===== src/rtl/rx_link_pkg.sv =====
// Shared definitions for the packet link receiver: message size, beat math, status type.
package rx_link_pkg;

    localparam int MESSAGE_SIZE = 100;

    // Number of DIN-wide beats needed to carry a msg_w-bit payload.
    function automatic int nbeats(input int msg_w, input int din_w);
        return (msg_w + din_w - 1) / din_w;
    endfunction

    typedef struct packed {
        logic msg_valid;
        logic frame_err;
    } rx_status_t;

endpackage


===== src/rtl/packet_link_receiver_if.sv =====
// Link-side signal bundle for packet_link_receiver; master = remote board, slave = receiver.
interface packet_link_receiver_if #(
    parameter int MSG_W = rx_link_pkg::MESSAGE_SIZE,
    parameter int DIN_W = 6
) ();
    import rx_link_pkg::*;

    localparam int NBEATS = nbeats(MSG_W, DIN_W);
    localparam int BEAT_W = $clog2(NBEATS + 2);

    logic [DIN_W-1:0]  din;
    logic              packet_pulse;
    logic              transmit_ctrl;
    logic [MSG_W-1:0]  read_buffer;
    logic              msg_valid;
    logic              frame_err;
    logic [BEAT_W-1:0] beat_count;

    modport master (
        output din, packet_pulse, transmit_ctrl,
        input  read_buffer, msg_valid, frame_err, beat_count
    );

    modport slave (
        input  din, packet_pulse, transmit_ctrl,
        output read_buffer, msg_valid, frame_err, beat_count
    );

endinterface


===== src/rtl/rx_input_cond.sv =====
// One asynchronous input: synchronizer chain, optional glitch filter (RX_GLITCH_FILTER_EN), rising-edge pulse.
module rx_input_cond #(
    parameter int SYNC_STAGES = 2,
    parameter int FILTER_LEN  = 4
) (
    input  logic clk,
    input  logic rst_n,
    input  logic async_in,
    output logic level,
    output logic rise
);
    logic [SYNC_STAGES-1:0] sync_reg;
    logic                   synced;
    logic                   hist_reg;

    always_ff @(posedge clk) begin
        if (!rst_n) begin
            sync_reg <= '0;
        end else begin
            sync_reg <= {sync_reg[SYNC_STAGES-2:0], async_in};
        end
    end

    assign synced = sync_reg[SYNC_STAGES-1];

`ifdef RX_GLITCH_FILTER_EN
    logic       filt_reg;
    logic [4:0] run_reg;

    // run_reg counts consecutive samples disagreeing with the accepted level.
    always_ff @(posedge clk) begin
        if (!rst_n) begin
            filt_reg <= 1'b0;
            run_reg  <= '0;
        end else if (synced == filt_reg) begin
            run_reg <= '0;
        end else if (run_reg == 5'(FILTER_LEN - 1)) begin
            filt_reg <= synced;
            run_reg  <= '0;
        end else begin
            run_reg <= run_reg + 5'd1;
        end
    end

    assign level = filt_reg;
`else
    assign level = synced;
`endif

    always_ff @(posedge clk) begin
        if (!rst_n) begin
            hist_reg <= 1'b0;
        end else begin
            hist_reg <= level;
        end
    end

    assign rise = level & ~hist_reg;

endmodule


===== src/rtl/packet_link_receiver.sv =====
// Receives DIN-wide beats on asynchronous strobes, assembles a MSG_W payload, commits on transmit_ctrl.
// Glitch filtering on every input is enabled by defining RX_GLITCH_FILTER_EN.
module packet_link_receiver
    import rx_link_pkg::*;
#(
    parameter int MSG_W       = MESSAGE_SIZE,
    parameter int DIN_W       = 6,
    parameter int SYNC_STAGES = 2,
    parameter int FILTER_LEN  = 4
) (
    input  logic                   clk,
    input  logic                   rst_n,
    packet_link_receiver_if.slave  link
);
    localparam int NBEATS = nbeats(MSG_W, DIN_W);
    localparam int BUF_W  = NBEATS * DIN_W;
    localparam int BEAT_W = $clog2(NBEATS + 2);
    localparam int NIN    = DIN_W + 2;

    logic [NIN-1:0]    raw_in;
    logic [NIN-1:0]    level;
    logic [NIN-1:0]    rise;
    logic              beat_fire;
    logic              commit_fire;
    logic [BUF_W-1:0]  shifted;
    logic [BUF_W-1:0]  recv_buf_reg, recv_buf_next;
    logic [BEAT_W-1:0] beat_count_reg, beat_count_next;
    logic [MSG_W-1:0]  read_buffer_reg;
    rx_status_t        status_reg;

    // Bit layout: [DIN_W-1:0] data, [DIN_W] beat strobe, [DIN_W+1] commit strobe.
    assign raw_in = {link.transmit_ctrl, link.packet_pulse, link.din};

    generate
        for (genvar gi = 0; gi < NIN; gi++) begin : g_cond
            rx_input_cond #(
                .SYNC_STAGES (SYNC_STAGES),
                .FILTER_LEN  (FILTER_LEN)
            ) u_cond (
                .clk      (clk),
                .rst_n    (rst_n),
                .async_in (raw_in[gi]),
                .level    (level[gi]),
                .rise     (rise[gi])
            );
        end

        if (NBEATS > 1) begin : g_shift
            assign shifted = {level[DIN_W-1:0], recv_buf_reg[BUF_W-1:DIN_W]};
        end else begin : g_single
            assign shifted = level[DIN_W-1:0];
        end
    endgenerate

    assign beat_fire   = rise[DIN_W];
    assign commit_fire = rise[DIN_W+1];

    // Beat is applied first so a coincident commit sees the updated frame.
    always_comb begin
        recv_buf_next   = recv_buf_reg;
        beat_count_next = beat_count_reg;
        if (beat_fire) begin
            recv_buf_next = shifted;
            if (beat_count_reg != BEAT_W'(NBEATS + 1)) begin
                beat_count_next = beat_count_reg + 1'b1;
            end
        end
    end

    always_ff @(posedge clk) begin
        if (!rst_n) begin
            recv_buf_reg    <= '0;
            beat_count_reg  <= '0;
            read_buffer_reg <= '0;
            status_reg      <= '0;
        end else begin
            status_reg   <= '0;
            recv_buf_reg <= recv_buf_next;
            if (commit_fire) begin
                beat_count_reg <= '0;
                if (beat_count_next == BEAT_W'(NBEATS)) begin
                    read_buffer_reg      <= recv_buf_next[MSG_W-1:0];
                    status_reg.msg_valid <= 1'b1;
                end else begin
                    status_reg.frame_err <= 1'b1;
                end
            end else begin
                beat_count_reg <= beat_count_next;
            end
        end
    end

    assign link.read_buffer = read_buffer_reg;
    assign link.msg_valid   = status_reg.msg_valid;
    assign link.frame_err   = status_reg.frame_err;
    assign link.beat_count  = beat_count_reg;

endmodule


===== src/flat_wrapper.sv =====
// flat-port wrapper written by rule: the top's interface ports become plain ports
module packet_link_receiver_flat import rx_link_pkg::*;
#(
    parameter int MSG_W       = MESSAGE_SIZE,
    parameter int DIN_W       = 6,
    parameter int SYNC_STAGES = 2,
    parameter int FILTER_LEN  = 4
)
  (clk, rst_n, link_din, link_packet_pulse, link_transmit_ctrl, link_read_buffer, link_msg_valid, link_frame_err, link_beat_count);
  packet_link_receiver_if #(.MSG_W(MSG_W), .DIN_W(DIN_W)) link_i ();
  input  logic clk;
  input  logic rst_n;
  input wire logic [$bits(link_i.din)-1:0] link_din;
  input wire logic [$bits(link_i.packet_pulse)-1:0] link_packet_pulse;
  input wire logic [$bits(link_i.transmit_ctrl)-1:0] link_transmit_ctrl;
  output wire logic [$bits(link_i.read_buffer)-1:0] link_read_buffer;
  output wire logic [$bits(link_i.msg_valid)-1:0] link_msg_valid;
  output wire logic [$bits(link_i.frame_err)-1:0] link_frame_err;
  output wire logic [$bits(link_i.beat_count)-1:0] link_beat_count;
  assign link_i.din = link_din;
  assign link_i.packet_pulse = link_packet_pulse;
  assign link_i.transmit_ctrl = link_transmit_ctrl;
  assign link_read_buffer = link_i.read_buffer;
  assign link_msg_valid = link_i.msg_valid;
  assign link_frame_err = link_i.frame_err;
  assign link_beat_count = link_i.beat_count;
  packet_link_receiver #(.MSG_W(MSG_W), .DIN_W(DIN_W), .SYNC_STAGES(SYNC_STAGES), .FILTER_LEN(FILTER_LEN)) u_core (.clk(clk), .rst_n(rst_n), .link(link_i));
endmodule

===== config.mk =====
export PLATFORM = sky130hd
export DESIGN_NAME = packet_link_receiver_flat
export DESIGN_NICKNAME = d
export VERILOG_FILES = /design/src/rtl/rx_link_pkg.sv /design/src/rtl/packet_link_receiver_if.sv /design/src/rtl/rx_input_cond.sv /design/src/rtl/packet_link_receiver.sv /design/src/flat_wrapper.sv
export SDC_FILE = /design/constraint.sdc
export NUM_CORES = 1
export LEC_CHECK = 0
export ABC_AREA = 1
export CAP_MARGIN = 30
export CORE_ASPECT_RATIO = 0.5
export CORE_MARGIN = 1
export CORE_UTILIZATION = 39
export CTS_BUF_LIST = sky130_fd_sc_hd__clkbuf_16
export DETAILED_ROUTE_END_ITERATION = 16
export GPL_ROUTABILITY_DRIVEN = 1
export GPL_TIMING_DRIVEN = 0
export PLACE_DENSITY_LB_ADDON = 0.15
export SLEW_MARGIN = 10
export SYNTH_ARGS = -nofsm -noshare
export SYNTH_HDL_FRONTEND = slang
export SYNTH_SLANG_ARGS = --single-unit

===== constraint.sdc =====
create_clock -name clk -period 2.2 [get_ports clk]
set_input_delay 0.33 -clock clk [delete_from_list [all_inputs] [get_ports clk]]
set_output_delay 0.33 -clock clk [all_outputs]
set_load 0.02 [all_outputs]

==> reports/results.tsv <==
stage	metric	value	unit
layout	Final Non-Filler Cells	1683	
layout	fin nets	1374	
floorplan	Rows	39	
power	post-route total power	7.91	mW
synth	synthesized cell area	9280	um2
critical_path	arrival time at the worst endpoint	2.48	ns
route	drt pass-1 iters	10	
synth	post-synthesis register bit count	227	
synth	Synth warnings	0	
clock_network	Longest Clk Path Bufs	3	
min_path	hold crit path type	in2reg	
floorplan	# IOs	117	
route	Routed WL per cell	12.4	um
timing	fmax	0.489	GHz
clock_network	# hold bufs at CTS	0	
route	Post-Route WL	20.8	mm
clock_network	CTS tree	done	
route	via-per-instance ratio	4.44	
layout	most common cell after layout, fill and taps aside	nand2_1	
synth	Yosys cell types	21	
grt	total grt overflow	0	
timing	clock skew	0.0144	ns
clock_network	clock slew at reported path FFs	0.06	ns
synth	Post-Syn Nets	1235	
power	Leak	5.52	nW
layout	layout cells sized above 1	0.0545	
timing	Max-slew headroom	0.409	
place	Port-buffer cells	115	
place	pre-CTS WS	-0.293	ns
floorplan	die height	111	um
route	drt initial violations	313	
clock_network	root buffer cell	clkbuf_16	
clock_network	CTS sink cnt	227	
timing	Slew Limit Fails	0	
critical_path	CP max FO	10	
timing	Least-Margin Pin Slew	0.886	ns
grt	GRT Total Usage	0.173	
power	worst vdd ir	0.000462	V
timing	fin crit share	0.929	
critical_path	Critical Path RT	2.64	ns
grt	vias in the first global route	7150	
flow_run	Max-Cap Viols	0	
floorplan	die area	24400	um2
layout	most frequent cells in the layout	nand2_1 (247), inv_1 (237), dfxtp_1 (225)	
floorplan	Initial Utilization	0.402	
layout	Antenna diodes	0	
place	placed cell count	1645	
floorplan	Die X	220	um
critical_path	Setup crit end kind	flip-flop	
floorplan	Core Region	23100	um2
timing	Worst Slack Setup Final	0.156	ns
place	GP Congestion	0.830	
route	DRC viols	6	
synth	Seq/Total Area, Yosys	0.490	
timing	Final Hold Violating Endpoints	0	
layout	max reg flops	102	
grt	first-pass GRT wire length	34.3	mm
timing	fin crit period	2.04	ns
route	Detail Route Antenna Nets	0	
layout	area added between synthesis and finish	23.6	%
critical_path	CP Launch Type	flip-flop	
clock_network	CTS Buf Count	21	
critical_path	critical path class	reg2reg	
power	Power Dens Cells	690	nW/um2
timing	RSZ-0062 raised after global routing	no	
grt	initial antenna violation count	0	
outcome	violated checks	DRC	
place	DP Wirelength	14.9	mm
timing	Sum Neg Setup Slack	0	ns
synth	Synth Instances	1223	
synth	Synth Area per Inst	7.58	um2
clock_network	setup bufs post-CTS	0	
clock_network	H-tree Lvls	1	
grt	largest net degree at the start of global routing	16	
route	via count	7477	
timing	Setup Viol. Count Final	0	
clock_network	Clock Latency Late Sink	0.50	ns
outcome	status	finished with violations	
layout make-up:
type | instances | area [um2]
timing repair buffer | 116 | 1160
sequential | 227 | 4550
buffer | 82 | 458
clock inverter | 16 | 92.6
inverter | 235 | 882
clock buffer | 21 | 526
tap | 307 | 384
multi-input combinational | 679 | 3410
fill | 2283 | 11600
path summary, 6_finish.rpt:
| check | from | end | slack [ns] | depth (start not counted) |
|---|---|---|---|---|
| setup / recovery | u_core.link.beat_count[1] | u_core.link.read_buffer[1] | 0.16 | 15 |
| hold / removal | link_din[1] | u_core.g_cond[1].u_cond.sync_reg[0] | 0.36 | 3 |
| setup reg to reg | u_core.link.beat_count[1] | u_core.link.read_buffer[1] | 0.16 | 15 |
| hold reg to reg | u_core.g_cond[6].u_cond.sync_reg[0] | u_core.g_cond[6].u_cond.sync_reg[1] | 0.41 | 2 |
repair_timing:
item,in CTS,in global routing
setup endpoints to repair,92,98
resized for setup,2,12
pin swaps,0,1
gates cloned,0,1
synthesized netlist by cell type (all sizes together):
cell	number	area (um2)
nor2	215	812
nand3	6	35.0
dfxtp	227	4540
a211oi	1	7.51
inv	235	882
nand2	247	927
ha	2	25.0
buf	51	325
nand4	101	632
a21oi	1	5.00
mux2i	86	861
clkbuf	31	116
o21ai	19	95.1
o21bai	1	7.51
worst max-delay path, cell delays in order, from the launching register on:
cell and delay, ns:
dfxtp_1 0.42, ha_1 0.19, nand2_1 0.05, inv_1 0.08, nand2_1 0.07, nand2_1 0.06
nand2_1 0.05, nand2_1 0.06, inv_2 0.05, nor2_4 0.20, nand3_1 0.16, buf_6 0.22
buf_6 0.16, nand2_1 0.05, inv_1 0.04, nor2_1 0.11
routing by layer:
layer  up-vias  wire (um)  GRT usage
met3        22        945     0.0395
met5         -          0          0
met4         0        244     0.0345
li1       4017          -          -
met1      3320      10400      0.241
met2       118       9260      0.272
cells by family after synthesis:
| family | Yosys count | share of synthesized area |
|---|---|---|
| muxes | 86 | 0.0928 |
| DFF | 227 | 0.490 |
| adders and majority gates | 2 | 0.00270 |
| buffers and inverters | 317 | 0.143 |
| AOI/OAI and AO/OA | 22 | 0.0124 |
| and+or+nand+nor | 569 | 0.259 |
per-stage QoR:
stage / cell area, um2 / hold slack (ns) / utilization
2_1_floorplan: 9280 / 0.390 / -
3_3_place_gp: 10800 / 0.399 / 0.468
3_5_place_dp: 10800 / 0.398 / 0.468
4_1_cts: 11400 / 0.339 / 0.495
5_1_grt: 11500 / 0.354 / 0.497
6_report: 11500 / 0.356 / 0.497
report_power, final:
group	internal, mW	switching (mW)	leakage [nW]
registers	4.14	0.0153	1.83
clock network	1.85	1.52	0.318
logic	0.125	0.253	3.37
total	6.11	1.79	5.52
No activity file was read; power rests on OpenSTA's default activity.
